$ cat config.mk
export PLATFORM = sky130hd
export DESIGN_NAME = mem_arbiter
export DESIGN_NICKNAME = d
export VERILOG_FILES = /design/src/rtl/mem_arb_pkg.sv /design/src/rtl/mem_arb_pick.sv /design/src/rtl/mem_arbiter.sv
export SDC_FILE = /design/constraint.sdc
export NUM_CORES = 1
export LEC_CHECK = 0
export ABC_AREA = 1
export CORE_AREA = 5 5 104 106
export DETAILED_ROUTE_END_ITERATION = 12
export DIE_AREA = 0 0 109 111
export PLACE_DENSITY = 0.66
export SYNTH_ARGS = -nofsm -noshare
export SYNTH_HDL_FRONTEND = slang
export SYNTH_SLANG_ARGS = --single-unit
$ cat constraint.sdc
create_clock -name clk -period 1.8 [get_ports clk]
set_clock_uncertainty 0.05 [all_clocks]
set_input_delay 0.36 -clock clk [delete_from_list [all_inputs] [get_ports clk]]
set_output_delay 0.36 -clock clk [all_outputs]
set_load 0.1 [all_outputs]
$ cat src/rtl/mem_arb_pkg.sv
// Shared types and limits for the unified-memory arbiter.
package mem_arb_pkg;

  typedef enum logic {
    OWN_I = 1'b0,
    OWN_D = 1'b1
  } owner_e;

  typedef enum logic {
    S_IDLE = 1'b0,
    S_WAIT = 1'b1
  } state_e;

  localparam int unsigned MAX_LATENCY = 4;
  localparam int unsigned CNT_W       = $clog2(MAX_LATENCY);

endpackage

$ cat src/rtl/mem_arb_pick.sv
// Winner selection between the fetch (I) and load/store (D) requesters.
// MEM_ARB_RR_EN selects round-robin on contention; otherwise D has fixed priority.
module mem_arb_pick
  import mem_arb_pkg::*;
(
  input  logic   i_req,
  input  logic   d_req,
  input  owner_e last_owner,
  output logic   win_valid,
  output owner_e win_owner
);

`ifdef MEM_ARB_RR_EN
  // On contention the port that was not granted last wins.
  always_comb begin
    win_valid = i_req | d_req;
    win_owner = OWN_I;
    if (i_req && d_req) begin
      win_owner = (last_owner == OWN_I) ? OWN_D : OWN_I;
    end else if (d_req) begin
      win_owner = OWN_D;
    end
  end
`else
  // D always wins; the last-owner history is not needed here.
  always_comb begin
    win_valid = i_req | d_req;
    win_owner = OWN_I;
    if (d_req) begin
      win_owner = OWN_D;
    end
  end

  logic unused_last_owner;
  assign unused_last_owner = last_owner;
`endif

endmodule

$ cat src/rtl/mem_arbiter.sv
// Shares one single-port memory between instruction fetch (I) and load/store (D).
// One transaction in flight; the fixed read latency is counted down and the
// response is routed back to the owning port. Back-to-back issue is allowed in
// the response cycle. Define MEM_ARB_RR_EN for round-robin arbitration.
module mem_arbiter
  import mem_arb_pkg::*;
#(
  parameter int unsigned ADDR_W  = 32,
  parameter int unsigned DATA_W  = 32,
  parameter int unsigned LATENCY = 1
) (
  input  logic                clk,
  input  logic                reset_n,
  input  logic                i_req,
  input  logic [ADDR_W-1:0]   i_addr,
  output logic                i_gnt,
  output logic                i_rvalid,
  output logic [DATA_W-1:0]   i_rdata,
  input  logic                d_req,
  input  logic                d_we,
  input  logic [DATA_W/8-1:0] d_be,
  input  logic [ADDR_W-1:0]   d_addr,
  input  logic [DATA_W-1:0]   d_wdata,
  output logic                d_gnt,
  output logic                d_rvalid,
  output logic [DATA_W-1:0]   d_rdata,
  output logic                mem_en,
  output logic                mem_we,
  output logic [DATA_W/8-1:0] mem_be,
  output logic [ADDR_W-1:0]   mem_addr,
  output logic [DATA_W-1:0]   mem_wdata,
  input  logic [DATA_W-1:0]   mem_rdata,
  output logic                busy
);

  if (LATENCY < 1 || LATENCY > MAX_LATENCY) begin : g_bad_latency
    $error("mem_arbiter: LATENCY=%0d outside legal range 1..%0d", LATENCY, MAX_LATENCY);
  end

  state_e           state;
  logic [CNT_W-1:0] cnt;
  owner_e           owner;
  logic             we_q;
  owner_e           last_owner;

  logic             win_valid;
  owner_e           win_owner;
  logic             resp;
  logic             can_issue;
  logic             issue_raw;
  logic             issue;

  mem_arb_pick u_pick (
    .i_req      (i_req),
    .d_req      (d_req),
    .last_owner (last_owner),
    .win_valid  (win_valid),
    .win_owner  (win_owner)
  );

  // Response cycle doubles as the back-to-back issue slot.
  assign resp      = (state == S_WAIT) && (cnt == '0);
  assign can_issue = (state == S_IDLE) || resp;
  assign issue_raw = can_issue && win_valid;
  // Grants and memory strobes are suppressed while reset is asserted.
  assign issue     = issue_raw && reset_n;

  // Transaction state: issue loads the latency counter, response returns to idle.
  always_ff @(posedge clk or negedge reset_n) begin
    if (!reset_n) begin
      state <= S_IDLE;
      cnt   <= '0;
      owner <= OWN_I;
      we_q  <= 1'b0;
    end else if (issue_raw) begin
      state <= S_WAIT;
      cnt   <= CNT_W'(LATENCY - 1);
      owner <= win_owner;
      we_q  <= (win_owner == OWN_D) && d_we;
    end else if (state == S_WAIT) begin
      if (cnt != '0) begin
        cnt <= cnt - CNT_W'(1);
      end else begin
        state <= S_IDLE;
      end
    end
  end

`ifdef MEM_ARB_RR_EN
  // Remembers the most recent grant for round-robin fairness.
  always_ff @(posedge clk or negedge reset_n) begin
    if (!reset_n) begin
      last_owner <= OWN_I;
    end else if (issue_raw) begin
      last_owner <= win_owner;
    end
  end
`else
  assign last_owner = OWN_I;
`endif

  // Issue-cycle grant and memory drive, taken straight from the winner.
  always_comb begin
    i_gnt     = 1'b0;
    d_gnt     = 1'b0;
    mem_en    = 1'b0;
    mem_we    = 1'b0;
    mem_be    = '0;
    mem_addr  = '0;
    mem_wdata = '0;
    if (issue) begin
      mem_en = 1'b1;
      if (win_owner == OWN_D) begin
        d_gnt     = 1'b1;
        mem_we    = d_we;
        mem_be    = d_be;
        mem_addr  = d_addr;
        mem_wdata = d_wdata;
      end else begin
        i_gnt    = 1'b1;
        mem_be   = '1;
        mem_addr = i_addr;
      end
    end
  end

  // Response routing: only the owner sees data, and write acks carry zero.
  always_comb begin
    i_rvalid = resp && (owner == OWN_I);
    d_rvalid = resp && (owner == OWN_D);
    i_rdata  = i_rvalid ? mem_rdata : '0;
    d_rdata  = (d_rvalid && !we_q) ? mem_rdata : '0;
    busy     = (state == S_WAIT);
  end

endmodule

==> results of run 1 <==
[logic make-up after synthesis]
family          after synthesis  share of synthesized area
simple gates                258                     0.6511
buf+inv                      98                     0.2542
flops                         5                    0.07634
fa+ha+maj                     2                    0.01526
compound gates                1                   0.003051
[flip-flops by register name (all words and copies together) (netlist names)]
register,count
busy,1
owner,1
cnt,2
we_q,1
[per-layer routing]
layer  part of all wire  track usage  up-vias
li1                   -            -     1621
met1               0.29       0.1626     1520
met2               0.58       0.4128      189
met3               0.11      0.07222       18
met4              0.023      0.06397        0
met5                  0            0        -
[metrics by stage]
step / instances / setup WS (ns) / util / hold WS, ns / power (W)
6_report: 798 / -0.3470 / 0.7898 / 0.4344 / 0.003472
2_1_floorplan: 364 / -0.7821 / - / 0.01441 / 0.001961
5_1_grt: 798 / -0.4099 / 0.7898 / 0.4693 / 0.003581
4_1_cts: 793 / -0.3047 / 0.7749 / 0.4281 / 0.003447
3_5_place_dp: 778 / -0.4579 / 0.7417 / 0.4190 / 0.003150
3_3_place_gp: 778 / -0.3955 / 0.7417 / 0.4145 / 0.003119
[cells in the final DEF, fill, tap and decap left out, types with 4 or more instances in the layout]
cell type	count
sky130_fd_sc_hd__buf_4	11
sky130_fd_sc_hd__and2_0	7
sky130_fd_sc_hd__inv_2	4
sky130_fd_sc_hd__buf_6	8
sky130_fd_sc_hd__and2_1	25
sky130_fd_sc_hd__nor2_1	7
sky130_fd_sc_hd__clkinvlp_4	4
sky130_fd_sc_hd__clkbuf_16	4
sky130_fd_sc_hd__buf_12	152
sky130_fd_sc_hd__nand3_4	4
sky130_fd_sc_hd__inv_1	70
sky130_fd_sc_hd__clkdlybuf4s50_1	135
sky130_fd_sc_hd__nor2_4	133
sky130_fd_sc_hd__nand2_1	75
sky130_fd_sc_hd__dfrtp_1	4
[tightest hold or removal path, cell delays in order, from the launching register on]
cell	delay, ns
sky130_fd_sc_hd__dfrtp_1	0.34
sky130_fd_sc_hd__nand2_1	0.06
sky130_fd_sc_hd__nand2_1	0.05
[layout make-up]
| type | instances | area share |
|---|---|---|
| timing repair buffer | 317 | 0.6280 |
| sequential | 5 | 0.01685 |
| tap | 133 | 0.02176 |
| multi-input combinational | 261 | 0.2873 |
| clock buffer | 4 | 0.005889 |
| inverter | 78 | 0.04024 |
[what timing repair did]
item,in CTS,in global routing
endpoints found under the setup margin,138,138
pin swaps,16,20
setup buffers,7,2
cloned,4,4
resized for setup,32,12
[final timing paths]
| check | startpoint | to | cells past startpoint |
|---|---|---|---|
| hold reg to reg | we_q | we_q | 2 |
| setup / recovery | cnt[0] | d_rdata[24] | 8 |
| hold / removal | we_q | we_q | 2 |
| max in group asynchronous | reset_n | busy | 3 |
| setup reg to reg | cnt[0] | owner | 8 |
| min in group asynchronous | reset_n | busy | 3 |
[power by group through the flow]
stage	Combinational, W	Clock (W)	Sequential (W)
global placement	0.00300	0	0.000122
finish	0.00314	0.000209	0.000121
global route	0.00324	0.000221	0.000122
floorplan	0.00183	0	0.000132
detailed placement	0.00303	0	0.000122
CTS	0.00311	0.000215	0.000121
==> qor.tcl, run 1 <==
set qor(outcome) {finished, violations left}
set qor(failed_checks) {negative setup slack}
set qor(routabilityCongestion) 0.8020
set qor(row_count) 36
set qor(final_net_count) 805
set qor(synth.top_cells.by_area) {sky130_fd_sc_hd__nor2_1 32%, sky130_fd_sc_hd__nand2_1 18%, sky130_fd_sc_hd__inv_1 18%}
set qor(core_region_area_um2) 9684
set qor(cp.buffers_inverters) 3
set qor(final-setup-viol-count) 138
set qor(cts-htree-levels) 1
set qor(cts-root-buf) {sky130_fd_sc_hd__clkbuf_8}
set qor(slew_headroom) 0.8352
set qor(synthFlopType) {sky130_fd_sc_hd__dfrtp_1}
set qor(list_of_most_frequent_post_synthesis_cells) {140 x sky130_fd_sc_hd__nor2_1, 78 x sky130_fd_sc_hd__nand2_1, 77 x sky130_fd_sc_hd__inv_1}
set qor(initial_core_util) 0.1693
set qor(drive_above_1_share) 0.5068
set qor(worst_path_required_ns) 1.39
set qor(num_vias) 3348
set qor(boundaryPins) 276
set qor(design.die.area_um2) 12100
set qor(fillerInstances) 566
set qor(number_of_global_route_vias_before_repair) 3619
set qor(share_seq_of_total_power) 0.035
set qor(grt_antenna_before_repair) 0
set qor(timing.setup.critical_path_class) {flip-flop to output pin}
set qor(drt_drc) 0
set qor(synthCells) 364
set qor(timing.critical_path.arrival_ns) 1.74
set qor(ctsLongestPathBuffers) 2
set qor(share_comb_of_total_power) 0.905
set qor(max_clock_freq_mhz) 465.8
set qor(setup_slack_on_the_worst_flop_to_flop_path_ns) 0.46
set qor(critical-path-top-cell-by-count) {sky130_fd_sc_hd__nor2_4}
set qor(cts_inserted_buffers) 3
set qor(clk_pin_slew_ns) 0.03
set qor(tritoncts) {done}
set qor(worst_path_dominant_cell_family) {buffers and inverters}
set qor(ctsHoldBuffers) 0
set qor(clock_latency_of_the_later_clocked_register_in_the_worst_skew_pair_ns) 0.22
set qor(period_needed_ns) 2.147
set qor(synth-seq-cells) 5
set qor(count_of_unique_library_cells_instantiated_by_yosys) 18
set qor(floorplan.die.width_um) 109
set qor(setup_ws_ns) -0.3470
set qor(finalSetupTns_ns) -36.18
set qor(hold_violations) 0
set qor(mappedNetlistArea_um2) 1639
set qor(portion_of_total_power_attributed_to_the_clock_network) 0.060
set qor(crit_chain) {inv_2, ha_4, nand2_4, nor2_4, nand2_8, buf_16, nor2_4, buf_12}
set qor(cts_num_sinks) 5
set qor(area_delta_synth_final_pct) 366.6
set qor(switching_power_w) 0.001974
set qor(synthMostInstantiatedCell) {sky130_fd_sc_hd__nor2_1}
set qor(route.final.wire_length_mm) 13.05
set qor(synth_enable_flop_cells) 0
set qor(insertedDiodeCount) 0
set qor(dominant_cell_type_by_area_after_synthesis) {sky130_fd_sc_hd__nor2_1}
set qor(routed_wire_length_per_instance_um) 16.35
set qor(power.ir.vdd_worst_mv) 0.2365
set qor(pwr_density_cell_nw_per_um2) 453.9
set qor(post-route-period-util) 1.193
set qor(dr.pass1.iters) 4
set qor(post_synth.cell_area_avg_um2) 4.503
set qor(syn-num-nets) 503
set qor(power.internal_w) 0.001498
set qor(drt-initial-drc-count) 72
set qor(multiInputGateArea_um2) 2197
set qor(netSwitchingFraction) 0.5686
set qor(min_delay_worst_type) {flip-flop to flip-flop}
set qor(yosysSeqAreaShare) 0.07634
set qor(worst_pin_slew_ns) 0.2470
set qor(critPathMaxFanout) 7
set qor(worst_path_max_delay_cell) {sky130_fd_sc_hd__dfrtp_1}
set qor(synth_warnings) 0
set qor(via_per_inst) 4.195
set qor(unrepaired_setup_endpoints_after_global_routing) {true}
set qor(power_leakage_nw) 3.176
set qor(synth_async_sr_flop_share) 1.000
set qor(globalRouteOverflowTotal) 0
set qor(fp.dieH_um) 111
set qor(critical_path.endpoint_type) {output pin}
set qor(cp-start-kind) {flip-flop}
set qor(post_dp_area_um2) 7183
set qor(dp_hpwl_mm) 10.82
set qor(i_o_buffers) 275
set qor(critical-path-max-stage-delay_ns) 0.39
set qor(grt_use_total) 0.1985
set qor(grt_start_max_net_pins) 31
set qor(pins_over_slew_limit) 0
set qor(final_cell_area_um2) 7649
set qor(cap_violations) 0
set qor(first_pass_grt_wire_length_mm) 18.68
set qor(final-seq-area_um2) 128.9
set qor(synthDominantCellAreaShare) 0.3206
set qor(detail-route-antenna-nets) 0
Power figures use the tool's default switching activity.
==> run 2: changes to the inputs <==
--- a/config.mk
+++ b/config.mk
@@ -6,10 +6,11 @@
 export NUM_CORES = 1
 export LEC_CHECK = 0
 export ABC_AREA = 1
-export CORE_AREA = 5 5 104 106
+export CORE_AREA = 5 5 105 107
 export DETAILED_ROUTE_END_ITERATION = 12
-export DIE_AREA = 0 0 109 111
-export PLACE_DENSITY = 0.66
+export DIE_AREA = 0 0 110 112
+export PLACE_DENSITY = 0.67
 export SYNTH_ARGS = -nofsm -noshare
 export SYNTH_HDL_FRONTEND = slang
+export SYNTH_HIERARCHICAL = 1
 export SYNTH_SLANG_ARGS = --single-unit
==> qor.tcl, run 2 <==
set qor(row_count) 37 ;# was 36
set qor(netSwitchingFraction) 0.5800 ;# was 0.5686
set qor(number_of_global_route_vias_before_repair) 3705 ;# was 3619
set qor(num_vias) 3534 ;# was 3348
set qor(grt_use_total) 0.2012 ;# was 0.1985
set qor(grt_start_max_net_pins) 39 ;# was 31
set qor(design.die.area_um2) 12320 ;# was 12100 um2
set qor(ctsLongestPathBuffers) 2 ;# unchanged
set qor(core_region_area_um2) 10050 ;# was 9684 um2
set qor(timing.critical_path.arrival_ns) 1.66 ;# was 1.74 ns
set qor(cts_num_sinks) 5 ;# unchanged
set qor(whs_path_depth) 2 ;# unchanged
set qor(critPathMaxFanout) 8 ;# was 7
set qor(switching_power_w) 0.002097 ;# was 0.001974 W
set qor(largest_register_ffs) 2 ;# unchanged
set qor(share_seq_of_total_power) 0.034 ;# was 0.035
set qor(worst_pin_slew_ns) 0.3754 ;# was 0.2470 ns
set qor(tritoncts) {done} ;# unchanged
set qor(post-route-period-util) 1.152 ;# was 1.193
set qor(cap_violations) 0 ;# unchanged
set qor(setup_ws_ns) -0.2739 ;# was -0.3470 ns
set qor(ctsHoldBuffers) 0 ;# unchanged
set qor(pins_over_slew_limit) 0 ;# unchanged
set qor(setup_slack_on_the_worst_flop_to_flop_path_ns) 0.52 ;# was 0.46 ns
set qor(cts-htree-levels) 1 ;# unchanged
set qor(share_comb_of_total_power) 0.908 ;# was 0.905
set qor(timing.setup.critical_path_class) {flip-flop to output pin} ;# unchanged
set qor(fp.dieH_um) 112 ;# was 111 um
set qor(dp_hpwl_mm) 11.27 ;# was 10.82 mm
set qor(routed_wire_length_per_instance_um) 15.01 ;# was 16.35 um
set qor(portion_of_total_power_attributed_to_the_clock_network) 0.058 ;# was 0.060
set qor(final-setup-viol-count) 138 ;# unchanged
set qor(boundaryPins) 276 ;# unchanged
set qor(synth_warnings) 6 ;# was 0
set qor(power.internal_w) 0.001519 ;# was 0.001498 W
set qor(r2r.worst_path.cells) 9 ;# was 8
set qor(totalPowerFinal_w) 0.003616 ;# was 0.003472 W
set qor(final_common_cell) {sky130_fd_sc_hd__buf_12} ;# unchanged
set qor(globalRouteOverflowTotal) 0 ;# unchanged
set qor(period_needed_ns) 2.074 ;# was 2.147 ns
set qor(syn-num-nets) 568 ;# was 503
set qor(clock_latency_of_the_later_clocked_register_in_the_worst_skew_pair_ns) 0.22 ;# about the same
set qor(critical_path.endpoint_type) {output pin} ;# unchanged
set qor(initial_core_util) 0.1810 ;# was 0.1693
set qor(routabilityCongestion) 0.8095 ;# was 0.8020
set qor(first_pass_grt_wire_length_mm) 19.27 ;# was 18.68 mm
set qor(drt_drc) 0 ;# unchanged
set qor(layout.cells.most_common_list) {150 x sky130_fd_sc_hd__buf_12, 135 x sky130_fd_sc_hd__nor2_4, 134 x sky130_fd_sc_hd__clkdlybuf4s50_1} ;# was 152 x sky130_fd_sc_hd__buf_12, 135 x sky130_fd_sc_hd__clkdlybuf4s50_1, 133 x sky130_fd_sc_hd__nor2_4
set qor(fin_cells) 857 ;# was 798
set qor(pwr_density_cell_nw_per_um2) 475.4 ;# was 453.9 nW/um2
set qor(cts-root-buf) {sky130_fd_sc_hd__clkbuf_8} ;# unchanged
set qor(detail-route-antenna-nets) 0 ;# unchanged
set qor(placed_cells) 839 ;# was 778
set qor(worstHoldStart) {we_q} ;# unchanged
set qor(min_delay_worst_endpoint) {we_q} ;# unchanged
set qor(fillerInstances) 667 ;# was 566
set qor(cp-start-kind) {flip-flop} ;# unchanged
set qor(mappedNetlistArea_um2) 1818 ;# was 1639 um2
set qor(worst_r2r_endpoint) {we_q} ;# was owner
set qor(cts_inserted_buffers) 3 ;# unchanged
set qor(power.ir.vdd_worst_mv) 0.2235 ;# was 0.2365 mV
set qor(i_o_buffers) 275 ;# unchanged
set qor(dr.pass1.iters) 4 ;# unchanged
set qor(unrepaired_setup_endpoints_after_global_routing) {true} ;# unchanged
set qor(drive_above_1_share) 0.4528 ;# was 0.5068
set qor(floorplan.die.width_um) 110 ;# was 109 um
set qor(via_per_inst) 4.124 ;# was 4.195
set qor(grt_antenna_before_repair) 1 ;# was 0
set qor(synthCells) 430 ;# was 364
set qor(power_leakage_nw) 3.396 ;# was 3.176 nW
set qor(area_delta_synth_final_pct) 318.4 ;# was 366.6%
set qor(worst_path_required_ns) 1.39 ;# about the same
set qor(hold_violations) 0 ;# unchanged
set qor(min_delay_worst_type) {flip-flop to flip-flop} ;# unchanged
set qor(worst_r2r_startpoint) {cnt[0]} ;# unchanged
set qor(final_net_count) 859 ;# was 805
set qor(post_synth.cell_area_avg_um2) 4.228 ;# was 4.503 um2
set qor(max_clock_freq_mhz) 482.2 ;# was 465.8 MHz
set qor(registers.top_by_ff_count) {cnt} ;# unchanged
set qor(clk_pin_slew_ns) 0.04 ;# was 0.03 ns
set qor(slew_headroom) 0.7497 ;# was 0.8352
set qor(outcome) {finished, violations left} ;# unchanged
set qor(drt-initial-drc-count) 79 ;# was 72
set qor(route.final.wire_length_mm) 12.86 ;# was 13.05 mm
set qor(failed_checks) {negative setup slack} ;# unchanged
run 2: changes by cell type in the layout (fill, tap and decap cells not counted), moves of 3 or more:
cell,delta
sky130_fd_sc_hd__inv_1,+36
sky130_fd_sc_hd__nand3_1,+3
sky130_fd_sc_hd__and2_1,-25
sky130_fd_sc_hd__buf_4,+6
sky130_fd_sc_hd__and2_0,-7
sky130_fd_sc_hd__buf_6,-6
sky130_fd_sc_hd__clkbuf_16,-3
sky130_fd_sc_hd__nor2_1,+61
run 2: worst max path at each step:
stage | from | to | slack [ns] | cells past startpoint
5_1_grt | cnt[0] | d_rdata[15] | -0.35 | 8
6_report | cnt[0] | mem_wdata[8] | -0.27 | 9
4_1_cts | cnt[1] | mem_wdata[8] | -0.31 | 9
3_3_place_gp | i_req | mem_wdata[19] | -0.38 | 8
2_1_floorplan | busy | d_rdata[10] | -0.33 | 3
3_5_place_dp | i_req | mem_wdata[8] | -0.37 | 8
run 2: layout make-up:
type / count / area, um2 / area share
repair buffers: 311 / 4658 / 0.6124
well taps: 136 / 170.2 / 0.02237
clock buffers: 4 / 45.04 / 0.005922
inverters: 111 / 424.2 / 0.05577
flip-flops and latches: 5 / 128.9 / 0.01694
diodes: 1 / 2.502 / 0.0003290
multi-input cells: 289 / 2177 / 0.2862
run 2: worst max-delay path: stages, from the launching register on:
cell and delay [ns]:
sky130_fd_sc_hd__dfrtp_1 0.38, sky130_fd_sc_hd__inv_2 0.08, sky130_fd_sc_hd__ha_4 0.13, sky130_fd_sc_hd__inv_2 0.05, sky130_fd_sc_hd__nand2_4 0.06, sky130_fd_sc_hd__nand3_4 0.11
sky130_fd_sc_hd__buf_8 0.16, sky130_fd_sc_hd__buf_12 0.15, sky130_fd_sc_hd__nor2_4 0.12, sky130_fd_sc_hd__buf_12 0.18
run 2: power groups by stage:
stage | clock network, W | registers [W] | logic [W]
floorplan | 0 | 0.000132 | 0.00194
global placement | 0 | 0.000123 | 0.00316
detailed placement | 0 | 0.000124 | 0.00319
CTS | 0.000214 | 0.000123 | 0.00329
global route | 0.000224 | 0.000123 | 0.00339
finish | 0.000210 | 0.000123 | 0.00328
run 2: timing repair:
action,in CTS,in global routing
pin swaps,14,11
buffers inserted,7,1
gates cloned,4,1
setup endpoints to repair,138,138
gates resized for setup,13,1
run 2: metal layers:
layer	global-route usage	part of all wire
met3	0.06725	0.10
met2	0.4122	0.58
met1	0.1801	0.30
met4	0.04988	0.014
met5	0	0
run 2: through the flow:
stage	setup TNS, ns	utilization	worst slack, ns	hold slack [ns]	instance area (um2)
CTS	-33.64	0.7533	-0.3070	0.4466	7567
floorplan	-40.05	-	-0.3316	0.01441	2915
global placement	-24.69	0.7279	-0.3830	0.4096	7312
detailed placement	-24.46	0.7279	-0.3704	0.4383	7312
finish	-32.07	0.7571	-0.2739	0.4524	7606
global route	-41.12	0.7571	-0.3488	0.4926	7606
